### src/rtl/adder_pipe_pkg.sv
// Shared constants and result type for the pipelined adder and its result collector.
package adder_pipe_pkg;

    localparam int unsigned SUM_W         = 33;
    localparam int unsigned ADDER_LATENCY = 2;
    localparam int unsigned TAG_W         = 4;
    localparam int unsigned RESULT_DEPTH  = 4;

    typedef struct packed {
        logic [TAG_W-1:0] tag;
        logic [SUM_W-1:0] sum;
    } adder_result_t;

endpackage

### src/rtl/sync_fifo.sv
// Synchronous FIFO with any DEPTH >= 2; head is zero when empty.
module sync_fifo #(
    parameter int unsigned WIDTH = 8,
    parameter int unsigned DEPTH = 4
) (
    input  logic             clock,
    input  logic             reset,
    input  logic             i_push,
    input  logic [WIDTH-1:0] i_data,
    input  logic             i_pop,
    output logic             o_full,
    output logic             o_empty,
    output logic [WIDTH-1:0] o_head
);

    localparam int unsigned PTR_W = (DEPTH > 1) ? $clog2(DEPTH) : 1;
    localparam int unsigned CNT_W = $clog2(DEPTH + 1);
    localparam logic [PTR_W-1:0] LAST_PTR = PTR_W'(DEPTH - 1);
    localparam logic [CNT_W-1:0] FULL_CNT = CNT_W'(DEPTH);

    logic [WIDTH-1:0] r_mem [DEPTH];
    logic [PTR_W-1:0] r_wr_ptr;
    logic [PTR_W-1:0] r_rd_ptr;
    logic [CNT_W-1:0] r_count;
    logic             w_do_push;
    logic             w_do_pop;

    assign o_full    = (r_count == FULL_CNT);
    assign o_empty   = (r_count == '0);
    assign w_do_pop  = i_pop && !o_empty;
    // A pop in the same cycle frees the slot, so push is allowed even when full.
    assign w_do_push = i_push && (!o_full || w_do_pop);
    assign o_head    = o_empty ? '0 : r_mem[r_rd_ptr];

    always_ff @(posedge clock) begin
        if (w_do_push) begin
            r_mem[r_wr_ptr] <= i_data;
        end
    end

    always_ff @(posedge clock) begin
        if (reset) begin
            r_wr_ptr <= '0;
            r_rd_ptr <= '0;
            r_count  <= '0;
        end else begin
            if (w_do_push) begin
                r_wr_ptr <= (r_wr_ptr == LAST_PTR) ? '0 : r_wr_ptr + PTR_W'(1);
            end
            if (w_do_pop) begin
                r_rd_ptr <= (r_rd_ptr == LAST_PTR) ? '0 : r_rd_ptr + PTR_W'(1);
            end
            if (w_do_push && !w_do_pop) begin
                r_count <= r_count + CNT_W'(1);
            end else if (w_do_pop && !w_do_push) begin
                r_count <= r_count - CNT_W'(1);
            end
        end
    end

endmodule

### src/rtl/adder_result_collector.sv
// Turns the fixed-latency adder output into a ready/valid stream with credit-based issue.
// Optional carry-pop statistics counter enabled by defining COLLECTOR_STATS_EN.
module adder_result_collector
    import adder_pipe_pkg::*;
#(
    parameter int unsigned SUM_W   = adder_pipe_pkg::SUM_W,
    parameter int unsigned LATENCY = ADDER_LATENCY,
    parameter int unsigned DEPTH   = RESULT_DEPTH,
    parameter int unsigned TAG_W   = adder_pipe_pkg::TAG_W
) (
    input  logic                       clock,
    input  logic                       reset,
    input  logic                       issue_valid,
    input  logic [TAG_W-1:0]           issue_tag,
    output logic                       issue_ready,
    input  logic [SUM_W-1:0]           sum_in,
    output logic                       res_valid,
    input  logic                       res_ready,
    output logic [SUM_W-1:0]           res_sum,
    output logic [TAG_W-1:0]           res_tag,
    output logic                       res_carry,
    output logic [$clog2(DEPTH+1)-1:0] occupancy
`ifdef COLLECTOR_STATS_EN
    ,
    output logic [15:0]                stat_carry_cnt
`endif
);

    localparam int unsigned OCC_W = $clog2(DEPTH + 1);
    localparam int unsigned ENT_W = TAG_W + SUM_W;
    localparam logic [OCC_W-1:0] MAX_OCC = OCC_W'(DEPTH);

    logic [LATENCY-1:0] r_dl_vld;
    logic [TAG_W-1:0]   r_dl_tag [LATENCY];
    logic [OCC_W-1:0]   r_occ;
    logic [OCC_W-1:0]   w_occ_d;
    logic               w_accept;
    logic               w_pop;
    logic               w_push;
    logic [ENT_W-1:0]   w_push_data;
    logic [ENT_W-1:0]   w_head;
    logic               w_fifo_full;
    logic               w_fifo_empty;

    // Credits come from registered occupancy only; reset masks issue during the reset cycle.
    assign issue_ready = !reset && (r_occ < MAX_OCC);
    assign w_accept    = issue_valid && issue_ready;
    assign res_valid   = !w_fifo_empty;
    assign w_pop       = res_valid && res_ready;
    assign w_push      = r_dl_vld[LATENCY-1];
    assign w_push_data = {r_dl_tag[LATENCY-1], sum_in};
    assign res_tag     = w_head[ENT_W-1:SUM_W];
    assign res_sum     = w_head[SUM_W-1:0];
    assign res_carry   = res_sum[SUM_W-1];
    assign occupancy   = r_occ;

    always_comb begin
        w_occ_d = r_occ;
        if (w_accept && !w_pop) begin
            w_occ_d = r_occ + OCC_W'(1);
        end else if (w_pop && !w_accept) begin
            w_occ_d = r_occ - OCC_W'(1);
        end
    end

    always_ff @(posedge clock) begin
        if (reset) begin
            r_dl_vld <= '0;
            for (int k = 0; k < LATENCY; k++) begin
                r_dl_tag[k] <= '0;
            end
            r_occ <= '0;
        end else begin
            r_dl_vld[0] <= w_accept;
            r_dl_tag[0] <= issue_tag;
            for (int k = 1; k < LATENCY; k++) begin
                r_dl_vld[k] <= r_dl_vld[k-1];
                r_dl_tag[k] <= r_dl_tag[k-1];
            end
            r_occ <= w_occ_d;
        end
    end

    // Every in-flight issue holds a credit, so a push can never meet a full FIFO without a pop.
    always_ff @(posedge clock) begin
        if (!reset) begin
            assert (!(w_push && w_fifo_full && !w_pop));
        end
    end

    sync_fifo #(
        .WIDTH (ENT_W),
        .DEPTH (DEPTH)
    ) u_fifo (
        .clock   (clock),
        .reset   (reset),
        .i_push  (w_push),
        .i_data  (w_push_data),
        .i_pop   (w_pop),
        .o_full  (w_fifo_full),
        .o_empty (w_fifo_empty),
        .o_head  (w_head)
    );

`ifdef COLLECTOR_STATS_EN
    logic [15:0] r_carry_cnt;

    always_ff @(posedge clock) begin
        if (reset) begin
            r_carry_cnt <= '0;
        end else if (w_pop && res_carry && (r_carry_cnt != 16'hFFFF)) begin
            r_carry_cnt <= r_carry_cnt + 16'd1;
        end
    end

    assign stat_carry_cnt = r_carry_cnt;
`endif

endmodule

### config.mk
export PLATFORM = sky130hd
export DESIGN_NAME = adder_result_collector
export DESIGN_NICKNAME = d
export VERILOG_FILES = /design/src/rtl/adder_pipe_pkg.sv /design/src/rtl/sync_fifo.sv /design/src/rtl/adder_result_collector.sv
export SDC_FILE = /design/constraint.sdc
export NUM_CORES = 1
export LEC_CHECK = 0
export CAP_MARGIN = 0
export CORE_MARGIN = 1.5
export CORE_UTILIZATION = 59
export DETAILED_ROUTE_END_ITERATION = 16
export GPL_ROUTABILITY_DRIVEN = 0
export PLACE_DENSITY = 0.85
export SYNTH_ARGS = -nofsm -noshare
export SYNTH_HDL_FRONTEND = slang
export SYNTH_HIERARCHICAL = 1
export SYNTH_SLANG_ARGS = --single-unit
### constraint.sdc
create_clock -name clock -period 5.2 [get_ports clock]
set_input_delay 0.78 -clock clock [delete_from_list [all_inputs] [get_ports clock]]
set_output_delay 0.78 -clock clock [all_outputs]
set_load 0.1 [all_outputs]
==> metrics.md <==
| Metric | Value |
|---|---|
| P per Cell Area | `555 nW/µm²` |
| DR pass1 iterations | `4` |
| Largest net degree at the start of global routing | `38` |
| Status | `finished clean` |
| Slew Viols, Final | `0` |
| DRC Markers | `0` |
| Layout cell share with drive strength beyond 1 | `19.1%` |
| Pre-CTS setup slack | `1.33 ns` |
| Initial antenna violation count | `0` |
| RSZ-0062 raised after global routing | `no` |
| Req. time, crit path | `4.42 ns` |
| CTS Sinks | `170` |
| CTS tree | `yes` |
| Worst Path Class, Setup | `reg2out` |
| Number of global-route vias before repair | `3,412` |
| CP Capture Type | `output port` |
| Post-route clock period utilization | `78.8%` |
| GRT Overall Usage | `21.3%` |
| Buffer count from post-CTS setup fixing | `0` |
| Port Buf Inserts | `83` |
| Fmax | `244 MHz` |
| Root Buffer Master | `clkbuf_8` |
| Final wirelength | `11,400 µm` |
| Final Hold Fails | `0` |
| Cells after synthesis | `321` |
| Crit path time final | `4.10 ns` |
| # fillers | `610` |
| Num rows | `38` |
| Most frequent cells in the layout | `148 x edfxtp_1, 83 x clkdlybuf4s50_1, 46 x nor2b_1` |
| Max Root-Sink Buffers | `2` |
| Register area | `4890 µm²` |
| Commonest non-fill, non-tap cell in the layout | `edfxtp_1` |
| Width of the die | `108 µm` |
| Yosys warnings | `6` |
| Core area | `10,800 µm²` |
| First-pass GRT wire length | `17,600 µm` |
| Crit-path max FO | `17` |
| Pwr Total | `0.00445 W` |
| Hold Path Class | `reg2reg` |
| Clk_lat worst skew | `0.52 ns` |
| Initial Utilization | `60.3%` |
| 1st-iter DRT viols | `225` |
| Hold_sp | `r_dl_vld[0]` |
| Max Cap Viol | `0` |
| Critical Path AT | `3.32 ns` |
| Layout area overhead | `23.2%` |
| Die area | `11,700 µm²` |
| Hold buffer count at cts | `0` |
| Mapped Nets | `371` |
| Detailed Place HPWL | `6460 µm` |
| CP startpoint kind | `register` |
| PostCTS Resize Cnt | `0` |
| Worst R2R Start | `u_fifo/r_count[1]` |
| Vias/cell | `5.65` |
| Antenna Nets Post-Route | `0` |
| DR WL met3 | `660 µm` |
| Footprint of the multi-input gates | `1510 µm²` |
| Nets | `461` |
| Worst hold slack | `0.451 ns` |
| H-tree depth | `4` |
| Met2 WL | `5960 µm` |
| IO Pins | `84` |
| Syn_area_per_cell | `20.3 µm²` |
| Ant. Diodes | `0` |
| Num CTS Buffers | `17` |
| Worst-margin pin slew | `1.03 ns` |
| Grt total ovfl | `0` |
| Setup-failing EPs final | `0` |
| Synthesized cell area | `6510 µm²` |
| Height of the die | `108 µm` |
| DR vias | `3,185` |
| Final clock skew | `0.00625 ns` |
| Max Used Layer | `met4` |
| Routed wire per std cell | `20.1 µm` |
| Metal-1 WL | `4540 µm` |
| Max-slew headroom at the worst pin | `31.4%` |
| Setup TNS | `0 ns` |
| Worst-path clk slew | `0.06 ns` |
| Post-route setup slack | `1.10 ns` |
| Max VDD drop | `0.529 mV` |
| Leak pwr | `2.60 nW` |
[metal layers]
| metal | global-route usage, % | vias up |
|---|---|---|
| li1 | - | 1439 |
| met1 | 26.6 | 1632 |
| met2 | 35.8 | 99 |
| met3 | 5.97 | 15 |
| met4 | 7.80 | 0 |
| met5 | 0 | - |
[state kept, by name (all words and copies together), names as in the netlist, named ones only]
register / flops
u_fifo/r_mem: 148
r_dl_tag: 8
occupancy: 3
u_fifo/r_count: 3
r_dl_vld: 2
u_fifo/r_rd_ptr: 2
u_fifo/r_wr_ptr: 2
[cell type report]
cell class | count | area share (%)
timing repair buffer | 86 | 10.6
sequential | 170 | 61.0
inverter | 6 | 0.281
multi-input combinational | 130 | 18.9
clock buffer | 18 | 5.21
tap | 140 | 2.19
clock inverter | 14 | 1.83
[through the flow]
step / utilization (%) / cells / area (µm²)
after floorplan: - / 321 / 6510
after global routing: 74.3 / 564 / 8020
after global placement: 69.0 / 532 / 7450
after CTS: 74.3 / 564 / 8020
final: 74.3 / 564 / 8020
after detailed placement: 69.0 / 532 / 7450
[where the power goes]
part / leakage (nW) / internal, W / switching, W
logic: 0.817 / 0.000409 / 0.00126
registers: 1.52 / 0.00154 / 0.0000486
clock network: 0.262 / 0.000684 / 0.000500
[worst paths after layout]
kind                                          end  slack [ns]  cells after the start
worst max-delay path                  res_sum[17]        1.10                      4
worst min-delay path                  r_dl_vld[1]        0.45                      1
worst max register to register  u_fifo/r_count[2]        2.58                     12
worst min register to register        r_dl_vld[1]        0.45                      1
[critical path: stages, from the launching register on]
cell	delay, ns
dfxtp_2	0.73
buf_4	0.37
mux4_2	0.55
nor2b_1	0.15
clkdlybuf4s50_1	0.98
No activity file was read; power rests on OpenSTA's default activity.
